## src/rtl/uart_line_pkg.sv

```systemverilog
// Shared constants, types and byte classification for the UART line collector.
package uart_line_pkg;

  localparam int unsigned c_line_bytes = 34;
  localparam int unsigned c_line_chars = 32;
  localparam logic [5:0]  c_max_count  = 6'd32;

  localparam logic [7:0] c_ascii_cr  = 8'h0D;
  localparam logic [7:0] c_ascii_lf  = 8'h0A;
  localparam logic [7:0] c_ascii_bs  = 8'h08;
  localparam logic [7:0] c_ascii_del = 8'h7F;
  localparam logic [7:0] c_ascii_sp  = 8'h20;

  localparam logic [c_line_bytes*8-1:0] c_line_of_spaces =
      {{c_line_chars{c_ascii_sp}}, c_ascii_cr, c_ascii_lf};

  typedef enum logic [1:0] {
    StRxlineCollect,
    StRxlineDiscard,
    StRxlinePresent
  } t_rxline_state;

  typedef enum logic [1:0] {
    ChPrint,
    ChTerm,
    ChBackspace,
    ChOther
  } t_char_class;

  function automatic t_char_class classify_char(input logic [7:0] b);
    if (b >= c_ascii_sp && b < c_ascii_del) begin
      return ChPrint;
    end else if (b == c_ascii_cr || b == c_ascii_lf) begin
      return ChTerm;
    end else if (b == c_ascii_bs || b == c_ascii_del) begin
      return ChBackspace;
    end else begin
      return ChOther;
    end
  endfunction

endpackage

```

## src/rtl/uart_rx_line_collect.sv

```systemverilog
// Assembles received UART bytes into a fixed 32-char + CR LF line with backspace
// editing and overflow truncation; the finished line is offered on valid/ready.
module uart_rx_line_collect
  import uart_line_pkg::*;
(
  input  logic                      i_clk_20mhz,
  input  logic                      i_rstn_20mhz,
  input  logic [7:0]                i_rx_data,
  input  logic                      i_rx_valid,
  output logic [c_line_bytes*8-1:0] o_line_ascii,
  output logic [5:0]                o_line_len,
  output logic                      o_line_trunc,
  output logic                      o_line_valid,
  input  logic                      i_line_ready,
  output logic                      o_rx_drop
);

  t_rxline_state state_q, state_d;
  logic [7:0]    buf_q [c_line_chars];
  logic [7:0]    buf_d [c_line_chars];
  logic [5:0]    count_q, count_d;
  logic          trunc_q, trunc_d;
  logic          drop_q, drop_d;
  t_char_class   cls;
  logic [4:0]    last_idx;

  assign cls      = classify_char(i_rx_data);
  // Wraps to 31 when count is 32, which is exactly the last stored char.
  assign last_idx = count_q[4:0] - 5'd1;

  always_comb begin
    state_d = state_q;
    buf_d   = buf_q;
    count_d = count_q;
    trunc_d = trunc_q;
    drop_d  = 1'b0;
    unique case (state_q)
      StRxlineCollect: begin
        if (i_rx_valid) begin
          unique case (cls)
            ChPrint: begin
              if (count_q == c_max_count) begin
                trunc_d = 1'b1;
                state_d = StRxlineDiscard;
              end else begin
                buf_d[count_q[4:0]] = i_rx_data;
                count_d             = count_q + 6'd1;
              end
            end
            ChBackspace: begin
              if (count_q != 6'd0) begin
                buf_d[last_idx] = c_ascii_sp;
                count_d         = count_q - 6'd1;
              end
            end
            ChTerm: begin
              if (count_q != 6'd0) begin
                state_d = StRxlinePresent;
              end
            end
            default: ;
          endcase
        end
      end
      StRxlineDiscard: begin
        if (i_rx_valid && cls == ChTerm) begin
          state_d = StRxlinePresent;
        end
      end
      StRxlinePresent: begin
        // Bytes arriving in the handshake cycle are still dropped.
        if (i_rx_valid && (cls == ChPrint || cls == ChBackspace)) begin
          drop_d = 1'b1;
        end
        if (i_line_ready) begin
          for (int i = 0; i < c_line_chars; i++) begin
            buf_d[i] = c_ascii_sp;
          end
          count_d = 6'd0;
          trunc_d = 1'b0;
          state_d = StRxlineCollect;
        end
      end
      default: state_d = StRxlineCollect;
    endcase
  end

  always_ff @(posedge i_clk_20mhz or negedge i_rstn_20mhz) begin
    if (!i_rstn_20mhz) begin
      state_q <= StRxlineCollect;
      for (int i = 0; i < c_line_chars; i++) begin
        buf_q[i] <= c_ascii_sp;
      end
      count_q <= 6'd0;
      trunc_q <= 1'b0;
      drop_q  <= 1'b0;
    end else begin
      state_q <= state_d;
      buf_q   <= buf_d;
      count_q <= count_d;
      trunc_q <= trunc_d;
      drop_q  <= drop_d;
    end
  end

  always_comb begin
    o_line_ascii = c_line_of_spaces;
    for (int i = 0; i < c_line_chars; i++) begin
      o_line_ascii[c_line_bytes*8-1-8*i -: 8] = buf_q[i];
    end
  end

  assign o_line_len   = count_q;
  assign o_line_trunc = trunc_q;
  assign o_line_valid = (state_q == StRxlinePresent);
  assign o_rx_drop    = drop_q;

endmodule
```

## config.mk

```make
export PLATFORM = sky130hd
export DESIGN_NAME = uart_rx_line_collect
export DESIGN_NICKNAME = d
export VERILOG_FILES = /design/src/rtl/uart_line_pkg.sv /design/src/rtl/uart_rx_line_collect.sv
export SDC_FILE = /design/constraint.sdc
export NUM_CORES = 1
export LEC_CHECK = 0
export ABC_AREA = 1
export ABC_CLOCK_PERIOD_IN_PS = 2600
export BUFFER_PORTS_ARGS = -buffer_cell sky130_fd_sc_hd__buf_4
export CAP_MARGIN = 5
export CORE_MARGIN = 2
export CORE_UTILIZATION = 40
export CTS_CLUSTER_DIAMETER = 50
export CTS_CLUSTER_SIZE = 30
export DETAILED_ROUTE_END_ITERATION = 10
export GPL_TIMING_DRIVEN = 0
export SLEW_MARGIN = 10
export SYNTH_ARGS = -nofsm -noshare
export SYNTH_HDL_FRONTEND = slang
export SYNTH_SLANG_ARGS = --single-unit
export TNS_END_PERCENT = 30
```

## constraint.sdc

```tcl
create_clock -name i_clk_20mhz -period 2.6 [get_ports i_clk_20mhz]
set_clock_uncertainty 0.2 [all_clocks]
set_input_delay 0 -clock i_clk_20mhz [delete_from_list [all_inputs] [get_ports i_clk_20mhz]]
set_output_delay 0 -clock i_clk_20mhz [all_outputs]
set_load 0.1 [all_outputs]
```

After elaboration in Yosys (flattened, before gate mapping)
Index checks and enable logic that the tools add are counted.

Register bits: 266.

Order comparisons: 6. Reductions and logical operators: 15. $add $sub $neg: 3. Equality and inequality tests: 20. Bitwise logic cells: 5. Multiplexer cells: 34.

Operators by type and width (number): $mux W256 (4); $pmux W256 S2 (2); $bwmux W256 (1); $and A224 B224 Y224 (1); $not A224 Y224 (1); $demux W8 S5 (2); $or A32 B32 Y32 (1); $eq A8 B4 Y1 const B (3); $mux W6 (4); $pmux W6 S2 (2); $ne A3 B3 Y1 const B (6); $mux W8 (2); $mux W2 (7); $ge A6 B6 Y1 const B (2); $lt A6 B1 Y1 const B (2); $not A5 Y6 (2); $reduce_and A6 Y1 (2); $eq A8 B7 Y1 const B (1); $ge A8 B6 Y1 const B (1); $lt A8 B7 Y1 const B (1); $ne A2 B2 Y1 const B (4); $mux W1 (7); $add A6 B1 Y6 const B (1); $eq A6 B6 Y1 const B (1); other kinds (14) (23).

Longest topological paths before layout
Gate-level depths: netlist of run 1.

Depth after elaboration: 12. Gate-level depth with buffers: 18.

Least setup slack after synthesis of run 1
No wires, ideal clock.

Path kind: reg-to-reg. Start: reg count_q[1] (netlist: o_line_len[1]). End: reg buf_q (netlist bit o_line_ascii[80]). Data required time: 2.280 ns. Slack: -0.079 ns. Stages on the path, launching flop included: 9. Arrival time: 2.359 ns. Setup time: 0.120 ns. Cell sequence: dfrtp_1 > buf_4 > nand2_1 > nor2_4 > clkinv_1 > nand2_4 > nand3_2 > nand2_1 > nand2_1.

Cells in the longest elaborated chain, start to end: 12. Elaborated cells between the ends (all ways): 26. Those cells by class: add/sub: 1; order compare: 4; eq/ne: 3; mux: 10; bitwise: 4; reduce/logical: 4.

Ends and longest elaborated chain: start, declared (RTL line uart_rx_line_collect.sv:21) `logic [5:0] count_q, count_d;`; start signal, assigned (RTL line uart_rx_line_collect.sv:100) `count_q <= count_d;`; $sub A5 B1 Y5 (RTL line uart_rx_line_collect.sv:29) `assign last_idx = count_q[4:0] - 5'd1;`; $not A5 Y6 (implied by the code) (RTL line uart_rx_line_collect.sv:52) `buf_d[last_idx] = c_ascii_sp;`; $ge A6 B6 Y1 (implied by the code) / $lt A6 B1 Y1 (equally long branches) (RTL line uart_rx_line_collect.sv:52); $logic_and A1 B1 Y1 (implied by the code) (RTL line uart_rx_line_collect.sv:52); $mux W8 (implied by the code) (RTL line uart_rx_line_collect.sv:52); $demux W8 S5 (RTL line uart_rx_line_collect.sv:52); $not A224 Y224 (no source line); $and A224 B224 Y224 (no source line); $mux W256 (RTL line uart_rx_line_collect.sv:51) `if (count_q != 6'd0) begin`; $pmux W256 S2 (RTL line uart_rx_line_collect.sv:40) `unique case (cls)`; $mux W256 (RTL line uart_rx_line_collect.sv:39) `if (i_rx_valid) begin`; $pmux W256 S2 (RTL line uart_rx_line_collect.sv:37) `unique case (state_q)`; end signal, assigned by index (RTL line uart_rx_line_collect.sv:92) `buf_q[i] <= c_ascii_sp;`; end signal, assigned (RTL line uart_rx_line_collect.sv:99) `buf_q <= buf_d;`; end, declared (RTL line uart_rx_line_collect.sv:19) `logic [7:0] buf_q [c_line_chars];`.

Parallel ways exist; a longest one is shown, timed or not. The select of a mux whose other input is x is not followed. A chain may end at the register's enable or synchronous reset.

Worst setup path after layout of run 1
Start: reg count_q[0] (netlist: o_line_len[0]). End: reg buf_q (netlist bit o_line_ascii[90]).

The elaborated chain is that of the path after synthesis.

==> flow_summary.ini, run 1 <==
[yosys]
yosys_register_bits = 266
synthCells = 2997
synth_cell_types = 32
yosysWarnings = 0
syn_avg_cell_area_um2 = 6.35
ys_seq_area_share_pct = 35.2
syn-cell-area_um2 = 19000

[routing]
drcViolationCount = 0
vias = 21590
wirelength_um = 75900
vias_per_cell = 5.39
firstDrtPassIters = 6
antenna_left = 0
drtIter0Drc = 2140
wire_per_inst_um = 18.9

[finish]
area_delta_synth_final_pct = 25.6
utilization_pct = 51.1
mostFrequentLayoutCell = nand2_1
diodes = 0
final_cell_mix = nand2_1 (1,236), nor2_1 (527), buf_4 (323)
instances_no_fill = 4008
drive_gt1_share_pct = 19.3
nFillCells = 4756
layout.nets = 3384

[placement]
io_buffers = 276
preCtsSetupSlack_ns = -0.404
dp_hpwl_um = 53600
place.gp.congestion = 0.905
place_inst = 3897

[timing]
hold_violations = 0
fmax_mhz = 383
whs_ns = 0.0860
tightest_slew_ns = 1.10
fin_crit_ns = 2.61
finalSetupViolCount = 3
slew_violations = 0
finalSetupTns_ns = -0.0183
finalCritPeriodShare_pct = 101
max_slew_margin_pct = 26.7
setup_ws_ns = -0.0135
rsz0062_at_grt = yes

[clock_network]
clockBufferDepth = 3
clock_latency_ns = 0.59
cts.sinks = 266
cts_buffers = 44
root_buffer = clkbuf_16
cts_tree = built
htree_levels = 2
clk_pin_slew_worst_paths_ns = 0.06

[global_route]
grt.total_usage_pct = 30.2
grt_pass1_wl_um = 118000
grt_max_degree = 98
gr-total-overflow = 0
antenna_found_initial = 1
grt_pass1_vias = 20203

[power]
p_leak_nw = 13.1
powerDensity_nw_per_um2 = 1180
vdd_drop_max_mv = 1.05

[critical_path]
cp-start-kind = flop
worst_ep_required_time_ns = 2.87
worst-path-max-fanout = 9
end_kind = flop
cp.arrival_ns = 2.89
path_class = reg -> reg

[run_status]
failed_checks = negative setup slack
status = finished with violations

[die]
chipWidth_um = 222
die_y_um = 222
dieArea_um2 = 49400
core_um2 = 46800
rows = 79
pin_count = 293
initial_utilization_pct = 40.7

[min_path]
hold_class = in -> reg

[flow_run]
cap_violations = 0
routing by layer:
| metal | wire length (µm) | part of all wire, % | track usage [%] |
|---|---|---|---|
| met5 | 13 | 0.017 | 0 |
| met1 | 32800 | 43 | 41.4 |
| met3 | 6860 | 9.0 | 6.23 |
| met4 | 2950 | 3.9 | 11.6 |
| met2 | 33300 | 44 | 46.9 |
final timing paths:
path	from	endpoint	slack (ns)	cells after the start
worst max-delay path	o_line_len[0]	o_line_ascii[90]	-0.01	9
worst min-delay path	i_rx_data[3]	o_line_ascii[85]	0.09	9
worst max register to register	o_line_len[0]	o_line_ascii[90]	-0.01	9
worst min register to register	o_line_ascii[269]	o_line_ascii[269]	0.28	2
max in group asynchronous	i_rstn_20mhz	o_line_ascii[245]	0.97	5
min in group asynchronous	i_rstn_20mhz	o_line_ascii[115]	0.32	4
cells by family (layout without fill, tap and decap cells):
family                     Yosys count  count (layout)  share of synthesized area [%]
and+or+nand+nor                   2322            2322                           54.4
buffers and inverters              388             778                           9.62
DFF                                266             266                           35.2
AOI/OAI and AO/OA                   13              13                          0.355
adders and majority gates            5               5                          0.368
other                                2              16                         0.0394
xor gates and xnor gates             1               1                         0.0460
synth_stat cells (all sizes together):
cell type | number | area share (%)
nand2 | 1266 | 26
nand3b | 46 | 1.8
nor2 | 543 | 11
inv | 172 | 3.4
nand3 | 196 | 7.0
ha | 4 | 0.26
fa | 1 | 0.11
dfrtp | 234 | 31
xor2 | 1 | 0.046
or2 | 3 | 0.099
o21bai | 1 | 0.039
nor3 | 1 | 0.026
clkbuf | 59 | 1.2
buf | 155 | 5.0
nand4 | 267 | 8.8
o21ai | 6 | 0.16
clkinv | 2 | 0.039
conb | 2 | 0.039
dfstp | 32 | 4.4
a21oi | 6 | 0.16
repair_timing:
action                                  4_1_cts  5_1_grt
setup buffers                                 0        4
resized for setup                             3       21
pin swaps                                     0        4
hold buffers                                 27        0
endpoints found under the setup margin      120      221
endpoints found under the hold margin       236        0
power by group:
group | leakage (nW) | total (mW) | internal (mW) | switching, mW
registers | 3.55 | 6.29 | 5.22 | 1.06
clock network | 0.710 | 6.09 | 3.70 | 2.39
logic | 8.87 | 15.8 | 3.18 | 12.6
total | 13.1 | 28.1 | 12.1 | 16.0
worst max-delay path: stages, from the launching register on:
cell     delay [ns]
dfrtp_2        0.43
buf_4          0.19
inv_2          0.12
nand2_1        0.19
nor2_2         0.45
inv_2          0.19
nand2_2        0.22
nand3_1        0.29
nand2_1        0.15
nand2_1        0.06
per-stage QoR:
| stage | power, mW | area [µm²] |
|---|---|---|
| after floorplan | 17.8 | 19100 |
| after global placement | 21.6 | 21900 |
| after detailed placement | 21.7 | 22000 |
| after CTS | 27.9 | 23800 |
| after global routing | 29.2 | 23900 |
| final | 28.1 | 23900 |
registers in the layout (all words and copies together) (netlist names):
| name | count |
|---|---|
| state_q | 2 |
| o_line_trunc | 1 |
| o_line_len | 6 |
| o_line_ascii | 256 |
| o_rx_drop | 1 |
cell type report:
type	instances	area (µm²)	share of cell area [%]
clock inverter	27	280	1.17
multi-input combinational	2357	10600	44.4
buffer	214	1180	4.96
timing repair buffer	310	2470	10.3
sequential	266	6700	28.0
clock buffer	53	1230	5.14
tap	607	759	3.18
inverter	174	663	2.77
(Power assumes the default switching activity.)
==> run 2: changes to the inputs <==
--- a/config.mk
+++ b/config.mk
@@ -11,6 +11,7 @@
 export CAP_MARGIN = 5
 export CORE_MARGIN = 2
 export CORE_UTILIZATION = 40
+export CTS_BUF_LIST = sky130_fd_sc_hd__clkbuf_8
 export CTS_CLUSTER_DIAMETER = 50
 export CTS_CLUSTER_SIZE = 30
 export DETAILED_ROUTE_END_ITERATION = 10
==> flow_summary.ini, run 2 (same netlist as run 1, synthesis figures left out) <==
[power]
comb_power_share_pct = 59.8
p_int_mw = 10.6
p_sw_mw = 15.8
powerDensity_nw_per_um2 = 1120
p_sw_share_pct = 59.9
p_seq_share_pct = 23.8
p_leak_nw = 12.9
vdd_drop_max_mv = 1.05
p_clk_share_pct = 16.5

[timing]
rsz0062_at_grt = yes
finalSetupTns_ns = -0.0604
slew_violations = 0
max_slew_margin_pct = 26.9
fin_crit_ns = 2.63
whs_ns = 0.0659
finalCritPeriodShare_pct = 101
hold_violations = 0
finalSetupViolCount = 6
tightest_slew_ns = 1.10
setup_ws_ns = -0.0250
fmax_mhz = 381

[clock_network]
clock_latency_ns = 0.66
cts_buffers = 44
clockBufferDepth = 3
root_buffer = clkbuf_8
cts_tree = built
htree_levels = 2
clk_pin_slew_worst_paths_ns = 0.08
cts.sinks = 266

[critical_path]
worst_ep_required_time_ns = 2.94
path_class = reg -> reg
r2r-start = o_line_len[0]
reg2reg_depth = 9
cp.arrival_ns = 2.97
cp-start-kind = flop
crit_start = o_line_len[0]
worst-path-max-fanout = 9
end_kind = flop
reg2reg_to = o_line_ascii[90]
endpoint = o_line_ascii[90]
r2r_slack_ns = -0.03

[routing]
vias = 21509
wire_per_inst_um = 18.8
firstDrtPassIters = 8
drtIter0Drc = 2104
drcViolationCount = 0
antenna_left = 0
wirelength_um = 75600
vias_per_cell = 5.35

[finish]
largest_reg_flops = 256
nFillCells = 4785
layout.nets = 3392
final_cell_mix = nand2_1 (1,235), nor2_1 (526), buf_4 (324)
area_delta_synth_final_pct = 23.3
drive_gt1_share_pct = 19.4
mostFrequentLayoutCell = nand2_1
utilization_pct = 50.2

[global_route]
grt_pass1_wl_um = 118000
antenna_found_initial = 1
gr-total-overflow = 0
grt.total_usage_pct = 30.3
grt_max_degree = 98
grt_pass1_vias = 20173

[die]
core_um2 = 46800
dieArea_um2 = 49400
rows = 79
pin_count = 293
initial_utilization_pct = 40.7
die_y_um = 222
chipWidth_um = 222

[placement]
dp_hpwl_um = 53600
preCtsSetupSlack_ns = -0.404
place.gp.congestion = 0.905
io_buffers = 276

[run_status]
failed_checks = negative setup slack
status = finished with violations

[flow_run]
cap_violations = 0

[min_path]
hold_class = in -> reg
## run 2: layout make-up
type	count	area, µm²	area share [%]
clock buffers	51	702	2.99
inverters	174	663	2.83
diodes	1	2.50	0.0107
plain buffers	214	1190	5.06
clock inverters	29	280	1.19
flip-flops and latches	266	6700	28.6
well taps	607	759	3.24
repair buffers	318	2550	10.9
multi-input cells	2357	10600	45.2
## run 2: metrics by stage
step | std cells | cell area (µm²) | total power [mW]
2_1_floorplan | 3011 | 19100 | 17.8
3_5_place_dp | 3897 | 22000 | 21.7
5_1_grt | 4016 | 23500 | 27.5
6_report | 4017 | 23500 | 26.4
4_1_cts | 4010 | 23400 | 26.2
3_3_place_gp | 3894 | 21900 | 21.6
## run 2: repair_timing
action,4_1_cts,5_1_grt
pin swaps,0,2
endpoints found under the hold margin,289,0
resized for setup,3,23
setup endpoints to repair,124,226
gates cloned,0,0
hold buffers,33,0
buffers inserted,0,6
## run 2: layer usage
layer | part of all wire [%] | vias to the layer above | track usage (%)
li1 | - | 10254 | -
met4 | 4.1 | 2 | 12.4
met3 | 8.8 | 160 | 6.55
met5 | 0.017 | - | 0
met2 | 44 | 964 | 46.4
met1 | 43 | 10129 | 41.4
## run 2: worst min path at each step
stage                       startpoint           endpoint  slack (ns)  cells after the start
after detailed placement  i_rstn_20mhz  o_line_ascii[105]       -0.28                      1
after global placement    i_line_ready       o_line_trunc        0.01                      2
final                     i_rx_data[6]   o_line_ascii[85]        0.07                      9
after CTS                 i_rx_data[6]   o_line_ascii[85]        0.01                      9
after floorplan           i_rstn_20mhz  o_line_ascii[100]       -0.50                      0
after global routing        i_rx_valid          o_rx_drop        0.07                      4
## run 2: power by group through the flow
stage                     Sequential (mW)  Clock (mW)  Combinational (mW)
after detailed placement             6.31           0                15.4
after floorplan                      12.7           0                5.05
after global placement               6.30           0                15.3
final                                6.27        4.34                15.7
after global routing                 6.38        4.58                16.5
after CTS                            6.25        4.40                15.5
## run 2: critical path, stage by stage (launching register included)
cell	delay (ns)
dfrtp_2	0.44
buf_4	0.19
inv_2	0.12
nand2_1	0.19
nor2_2	0.45
inv_2	0.18
nand2_2	0.21
nand3_1	0.29
nand2_1	0.15
nand2_1	0.06
